<file path="config.mk">
export PLATFORM = sky130hd
export DESIGN_NAME = wb_mux_timed
export DESIGN_NICKNAME = d
export VERILOG_FILES = /design/src/rtl/wb_mux_timed_pkg.sv /design/src/rtl/wb_addr_decode.sv /design/src/rtl/wb_mux_timed.sv
export SDC_FILE = /design/constraint.sdc
export NUM_CORES = 1
export LEC_CHECK = 0
export ABC_AREA = 1
export BUFFER_PORTS_ARGS = -buffer_cell sky130_fd_sc_hd__buf_2
export CAP_MARGIN = 20
export CORE_AREA = 2 2 209 211
export DETAILED_ROUTE_END_ITERATION = 7
export DIE_AREA = 0 0 211 213
export PLACE_DENSITY = 0.4
export RECOVER_POWER = 50
export SLEW_MARGIN = 30
export SYNTH_ARGS = -nofsm -noshare
export SYNTH_HDL_FRONTEND = slang
export SYNTH_HIERARCHICAL = 1
export SYNTH_SLANG_ARGS = --single-unit
</file>
<file path="constraint.sdc">
create_clock -name clk -period 5 [get_ports clk]
set_clock_uncertainty 0.1 [all_clocks]
set_input_delay 0.5 -clock clk [delete_from_list [all_inputs] [get_ports clk]]
set_output_delay 0.5 -clock clk [all_outputs]
set_load 0.01 [all_outputs]
</file>
<file path="src/rtl/wb_mux_timed_pkg.sv">
// Shared definitions for the timed Wishbone mux: FSM states, response kinds,
// error-cause codes and a helper for the slave-index width.
package wb_mux_timed_pkg;

    typedef enum logic [1:0] {
        ST_IDLE = 2'd0,
        ST_BUSY = 2'd1,
        ST_RESP = 2'd2
    } state_t;

    typedef enum logic [1:0] {
        RESP_NONE = 2'd0,
        RESP_ACK  = 2'd1,
        RESP_ERR  = 2'd2,
        RESP_RTY  = 2'd3
    } resp_t;

    typedef enum logic [1:0] {
        CAUSE_NONE     = 2'd0,
        CAUSE_SLAVE    = 2'd1,
        CAUSE_UNMAPPED = 2'd2,
        CAUSE_TIMEOUT  = 2'd3
    } err_cause_t;

    // Width of a slave index; a single-slave build still needs one bit.
    function automatic int idx_width(input int n);
        return (n > 1) ? $clog2(n) : 1;
    endfunction

endpackage

</file>
<file path="src/rtl/wb_addr_decode.sv">
// Address decoder: mask match against every slave window, lowest index wins
// when windows overlap.
module wb_addr_decode
    import wb_mux_timed_pkg::*;
#(
    parameter int                       NUM_SLAVES = 4,
    parameter int                       AW         = 32,
    parameter logic [NUM_SLAVES*AW-1:0] MATCH_ADDR = '0,
    parameter logic [NUM_SLAVES*AW-1:0] MATCH_MASK = '0,
    parameter int                       IW         = idx_width(NUM_SLAVES)
) (
    input  logic [AW-1:0] adr,
    output logic          hit,
    output logic [IW-1:0] idx
);

    // Scan from the top index down so the lowest matching slave is the last writer.
    always_comb begin
        hit = 1'b0;
        idx = '0;
        for (int i = NUM_SLAVES - 1; i >= 0; i--) begin
            if ((adr & MATCH_MASK[i*AW +: AW]) ==
                (MATCH_ADDR[i*AW +: AW] & MATCH_MASK[i*AW +: AW])) begin
                hit = 1'b1;
                idx = IW'(i);
            end
        end
    end

endmodule

</file>
<file path="src/rtl/wb_mux_timed.sv">
// Single-master, N-slave Wishbone classic interconnect with response timeout.
// One transaction in flight at a time: IDLE decodes and latches the request,
// BUSY strobes the chosen slave and waits for ack/err/rty (or the timer),
// RESP returns exactly one registered response pulse to the master.
//
// Handshake: the master presents a request with cyc&stb and keeps cyc high
// until it sees a one-cycle ack/err/rty pulse; dropping cyc while BUSY aborts
// the access silently. Toward the slave, stb/cyc are held for the whole BUSY
// phase and the first cycle with ack/err/rty (err > rty > ack) completes it.
//
// Optional build macro WB_MUX_ERRLATCH_EN adds err_adr_o/err_cause_o, which
// record the address and cause of the most recent error response.
module wb_mux_timed
    import wb_mux_timed_pkg::*;
#(
    parameter int                       NUM_SLAVES = 4,
    parameter int                       AW         = 32,
    parameter int                       DW         = 32,
    parameter logic [NUM_SLAVES*AW-1:0] MATCH_ADDR = '0,
    parameter logic [NUM_SLAVES*AW-1:0] MATCH_MASK = '0,
    parameter int                       TIMEOUT    = 255,
    parameter int                       TO_BITS    = 8
) (
    input  logic                         clk,
    input  logic                         reset,
    input  logic [AW-1:0]                wbm_adr_i,
    input  logic [DW-1:0]                wbm_dat_i,
    output logic [DW-1:0]                wbm_dat_o,
    input  logic                         wbm_we_i,
    input  logic [DW/8-1:0]              wbm_sel_i,
    input  logic                         wbm_stb_i,
    input  logic                         wbm_cyc_i,
    output logic                         wbm_ack_o,
    output logic                         wbm_err_o,
    output logic                         wbm_rty_o,
    output logic [NUM_SLAVES*AW-1:0]     wbs_adr_o,
    output logic [NUM_SLAVES*DW-1:0]     wbs_dat_o,
    input  logic [NUM_SLAVES*DW-1:0]     wbs_dat_i,
    output logic [NUM_SLAVES-1:0]        wbs_we_o,
    output logic [NUM_SLAVES*(DW/8)-1:0] wbs_sel_o,
    output logic [NUM_SLAVES-1:0]        wbs_stb_o,
    output logic [NUM_SLAVES-1:0]        wbs_cyc_o,
    input  logic [NUM_SLAVES-1:0]        wbs_ack_i,
    input  logic [NUM_SLAVES-1:0]        wbs_err_i,
    input  logic [NUM_SLAVES-1:0]        wbs_rty_i,
`ifdef WB_MUX_ERRLATCH_EN
    output logic [AW-1:0]                err_adr_o,
    output logic [1:0]                   err_cause_o,
`endif
    output logic [1:0]                   dbg_state
);

    localparam int SW = DW / 8;
    localparam int IW = idx_width(NUM_SLAVES);

    state_t       state;
    state_t       state_next;
    resp_t        resp_next;
    err_cause_t   cause_next;

    logic          dec_hit;
    logic [IW-1:0] dec_idx;
    logic [IW-1:0] idx_q;
    logic [AW-1:0] adr_q;
    logic [DW-1:0] dat_q;
    logic          we_q;
    logic [SW-1:0] sel_q;
    logic [TO_BITS-1:0] timer;

    logic          req;
    logic          sel_ack;
    logic          sel_err;
    logic          sel_rty;
    logic [DW-1:0] sel_dat;
    logic          timeout_hit;

    wb_addr_decode #(
        .NUM_SLAVES (NUM_SLAVES),
        .AW         (AW),
        .MATCH_ADDR (MATCH_ADDR),
        .MATCH_MASK (MATCH_MASK),
        .IW         (IW)
    ) u_decode (
        .adr (wbm_adr_i),
        .hit (dec_hit),
        .idx (dec_idx)
    );

    assign req         = wbm_cyc_i & wbm_stb_i;
    assign sel_ack     = wbs_ack_i[idx_q];
    assign sel_err     = wbs_err_i[idx_q];
    assign sel_rty     = wbs_rty_i[idx_q];
    assign sel_dat     = wbs_dat_i[idx_q*DW +: DW];
    assign timeout_hit = (TIMEOUT != 0) && (timer == TO_BITS'(TIMEOUT - 1));
    assign dbg_state   = state;

    // FSM state register.
    always_ff @(posedge clk or posedge reset) begin
        if (reset) state <= ST_IDLE;
        else       state <= state_next;
    end

    // Next state plus the response kind and error cause to present in RESP.
    always_comb begin
        state_next = state;
        resp_next  = RESP_NONE;
        cause_next = CAUSE_NONE;
        case (state)
            ST_IDLE: begin
                if (req) begin
                    if (dec_hit) begin
                        state_next = ST_BUSY;
                    end else begin
                        state_next = ST_RESP;
                        resp_next  = RESP_ERR;
                        cause_next = CAUSE_UNMAPPED;
                    end
                end
            end
            ST_BUSY: begin
                if (!wbm_cyc_i) begin
                    state_next = ST_IDLE;
                end else if (sel_err) begin
                    state_next = ST_RESP;
                    resp_next  = RESP_ERR;
                    cause_next = CAUSE_SLAVE;
                end else if (sel_rty) begin
                    state_next = ST_RESP;
                    resp_next  = RESP_RTY;
                end else if (sel_ack) begin
                    state_next = ST_RESP;
                    resp_next  = RESP_ACK;
                end else if (timeout_hit) begin
                    state_next = ST_RESP;
                    resp_next  = RESP_ERR;
                    cause_next = CAUSE_TIMEOUT;
                end
            end
            ST_RESP: state_next = ST_IDLE;
            default: state_next = ST_IDLE;
        endcase
    end

    // Capture the request fields when a new access is accepted in IDLE.
    always_ff @(posedge clk or posedge reset) begin
        if (reset) begin
            idx_q <= '0;
            adr_q <= '0;
            dat_q <= '0;
            we_q  <= 1'b0;
            sel_q <= '0;
        end else if (state == ST_IDLE && req) begin
            idx_q <= dec_idx;
            adr_q <= wbm_adr_i;
            dat_q <= wbm_dat_i;
            we_q  <= wbm_we_i;
            sel_q <= wbm_sel_i;
        end
    end

    // Cycle counter for the BUSY phase; cleared whenever the mux is not waiting.
    always_ff @(posedge clk or posedge reset) begin
        if (reset)                 timer <= '0;
        else if (state == ST_BUSY) timer <= timer + TO_BITS'(1);
        else                       timer <= '0;
    end

    // Response pulses are registered so they coincide with the RESP cycle.
    always_ff @(posedge clk or posedge reset) begin
        if (reset) begin
            wbm_ack_o <= 1'b0;
            wbm_err_o <= 1'b0;
            wbm_rty_o <= 1'b0;
        end else begin
            wbm_ack_o <= (resp_next == RESP_ACK);
            wbm_err_o <= (resp_next == RESP_ERR);
            wbm_rty_o <= (resp_next == RESP_RTY);
        end
    end

    // Read data is taken from the selected slave on any real slave response and then held.
    always_ff @(posedge clk or posedge reset) begin
        if (reset) begin
            wbm_dat_o <= '0;
        end else if (state == ST_BUSY && wbm_cyc_i && (sel_ack || sel_err || sel_rty)) begin
            wbm_dat_o <= sel_dat;
        end
    end

    // Only the selected slave sees stb/cyc, and only while BUSY.
    always_comb begin
        wbs_stb_o = '0;
        wbs_cyc_o = '0;
        if (state == ST_BUSY) begin
            wbs_stb_o[idx_q] = 1'b1;
            wbs_cyc_o[idx_q] = 1'b1;
        end
    end

    assign wbs_adr_o = {NUM_SLAVES{adr_q}};
    assign wbs_dat_o = {NUM_SLAVES{dat_q}};
    assign wbs_we_o  = {NUM_SLAVES{we_q}};
    assign wbs_sel_o = {NUM_SLAVES{sel_q}};

`ifdef WB_MUX_ERRLATCH_EN
    // Record address and cause of every error response; unmapped errors use the live address.
    always_ff @(posedge clk or posedge reset) begin
        if (reset) begin
            err_adr_o   <= '0;
            err_cause_o <= '0;
        end else if (resp_next == RESP_ERR) begin
            err_adr_o   <= (state == ST_IDLE) ? wbm_adr_i : adr_q;
            err_cause_o <= cause_next;
        end
    end
`else
    // The cause code is only consumed by the error latch.
    logic unused_cause;
    assign unused_cause = ^cause_next;
`endif

endmodule

</file>
==> metrics.txt <==
register area=about 2900 sq um; most common cell after layout, fill and taps aside=nand2_1; total setup buffers inserted after CTS=0; Slew HR=-36.0%; Top-Level Pins=534; Critical Path Fanout Max=between 40 and 50; worst hold path type=in -> async; multi-input gate area in the final layout=between 2000 and 2500 sq um; global-route wire length before repair=roughly 37 mm; Clock Path Buffers=2; IO Port Bufs=around 530; antenna viol nets, final=0; initial antenna violation count=7; Root Buffer Master=clkbuf_16; Finished Layout Cells=around 1800; clk sink count=around 120; Die Ht=roughly 210 um; final setup TNS=0 ns; run status=finished with violations; Worst-path clk slew=~0.060 ns; final core occ=around a fifth; initial cell density of the core=~17%; GPL Wtd Cong=between 0.8 and 0.9; Yosys cell types=21; Tmin final=between 2 and 3 ns; Mapped Area=approximately 7100 sq um; Total Wirelength=between 20 and 30 mm; CTS tree=built; Wirelength per Cell=14.5 um; Most Crowded Layer GR=met2; grt met2 use=a little under a fifth; Pwr Total=4490 uW; Total GRT Usage=around 11%; Post-Synthesis Cells=944; Area growth, synth to finish=28.3%; Filler cells=about 4900; Worst-Margin Slew=2.04 ns; Seq/Total Area, Yosys=around two fifths; most frequent cells in the layout=nand2_1, buf_2, clkbuf_1, dfrtp_1, nand3_1; Worst setup EP type=register; Synth Register Bits=around 120; via count=just under 7000; Post-DP HPWL=between 20 and 25 mm; Crit path arrival time=about 3.1 ns; crit start category=register; syn_area_per_cell=about 7.5 sq um; htree depth=4; fmax=roughly 0.35 GHz; Core Box Area=~43000 sq um; Max Slew Vio Count=36; pwr dens=491 nW/um^2; Nets=roughly 1500; Maximum Capacitance Violations=1; Via density=~3.8; die width=around 210 um; total die area=44900 sq um; CTS Buf Count=17; crit share post-route=~57%; Critical Path RT=roughly 5.3 ns; Final Hold Vio Count=0; met3 usage=under 10%; VDD IR max=approximately 0.18 mV; DRT Pass-1 Iters=4; endpoints failing setup=0; CTS-repair resized insts=0; Setup Crit Path Kind=reg -> reg; # DRC=0; GR Util met1=~13%; vias in the first global route=between 6000 and 7000; layout cells sized above 1=between 30% and 40%; num rows=76; Leak Pwr=about 0.0050 uW; clk_lat worst skew=~0.42 ns; initial DRC count=323; Post-CTS Hold Buffers=0; failing checks=capacitance limit, slew limit; dpl cells=between 1500 and 2000; YS warnings=6; pin count of the biggest net entering global routing=between 80 and 90; remaining global-route overflow=0; RSZ-0062 raised after global routing=false
layer usage:
| metal | share of wire, % | up-vias |
|---|---|---|
| met4 | 1.8 | 10 |
| li1 | - | 3337 |
| met2 | 47 | 353 |
| met3 | 9.1 | 34 |
| met5 | 0.25 | - |
| met1 | 41 | 3179 |
through the flow:
stage	setup WS [ns]	cell area [sq um]	hold WS (ns)
floorplan	1.33	7130	0.332
global placement	2.19	8690	0.351
detailed placement	2.15	8690	0.355
CTS	2.13	9330	0.125
global route	1.81	9140	0.142
finish	2.17	9140	0.134
report_power, final:
part           total, uW  switching [uW]  internal [uW]
Clock               1340             460            884
Combinational       1620            1040            582
Sequential          1520             318           1210
Total               4490            1810           2670
cell usage after synthesis (all sizes together):
cell type / instances / area (sq um)
nor3: 5 / 25.0
ha: 2 / 25.0
nand4: 32 / 200
xor2: 1 / 8.76
nand2: 409 / 1550
clkinv: 1 / 3.75
dfrtp: 116 / 2900
buf: 241 / 1780
nand3: 71 / 355
nor2: 20 / 85.1
a21oi: 6 / 30.0
conb: 2 / 7.51
clkbuf: 17 / 63.8
o21ai: 7 / 35.0
inv: 14 / 52.6
worst max-delay path, cell delays in order, from the launching register on:
cell and delay, ns:
dfrtp_2 0.92, inv_2 0.16, nand2_1 0.11, nand2_1 0.05, nand2_1 0.07, nand2_1 0.07
nor2_2 0.16, nand2_2 0.42, nand2_4 0.50, nand2_1 0.09, nand2_1 0.07
logic make-up (layout without fill, tap and decap cells):
group	count (synthesis)	after routing	share of synthesized area, %
AND/OR/NAND/NOR	537	537	31.1
AO/OA/AOI/OAI	13	13	0.913
other	2	4	0.105
flip-flops	116	116	40.8
adder cells (fa/ha/maj)	2	2	0.351
buffers and inverters	273	586	26.7
XOR/XNOR	1	1	0.123
cell type report:
class | instances | area share (%)
diodes | 1 | 0.0274
clock buffers | 23 | 5.34
clock inverters | 9 | 1.63
inverters | 15 | 0.671
multi-input cells | 556 | 25.5
flip-flops and latches | 116 | 31.8
well taps | 546 | 7.48
repair buffers | 539 | 27.6
state kept, by name, summed over array words and instances (netlist names):
| signal | flops |
|---|---|
| wbm_ack_o | 1 |
| idx_q | 2 |
| adr_q | 32 |
| sel_q | 4 |
| timer | 8 |
| dat_q | 32 |
| we_q | 1 |
| wbm_rty_o | 1 |
| wbm_dat_o | 32 |
| wbm_err_o | 1 |
| dbg_state | 2 |
worst paths after layout:
| check | cells after the start | from | end | slack [ns] |
|---|---|---|---|---|
| worst max register to register | 10 | idx_q[0] | wbm_dat_o[28] | 2.17 |
| min in group clk | 3 | wbm_dat_i[11] | dat_q[11] | 0.17 |
| max in group asynchronous | 3 | reset | dat_q[22] | 2.28 |
| worst max-delay path | 10 | idx_q[0] | wbm_dat_o[28] | 2.17 |
| worst min register to register | 1 | timer[0] | timer[0] | 0.37 |
| worst min-delay path | 2 | reset | adr_q[11] | 0.13 |
Power figures use the tool's default switching activity.
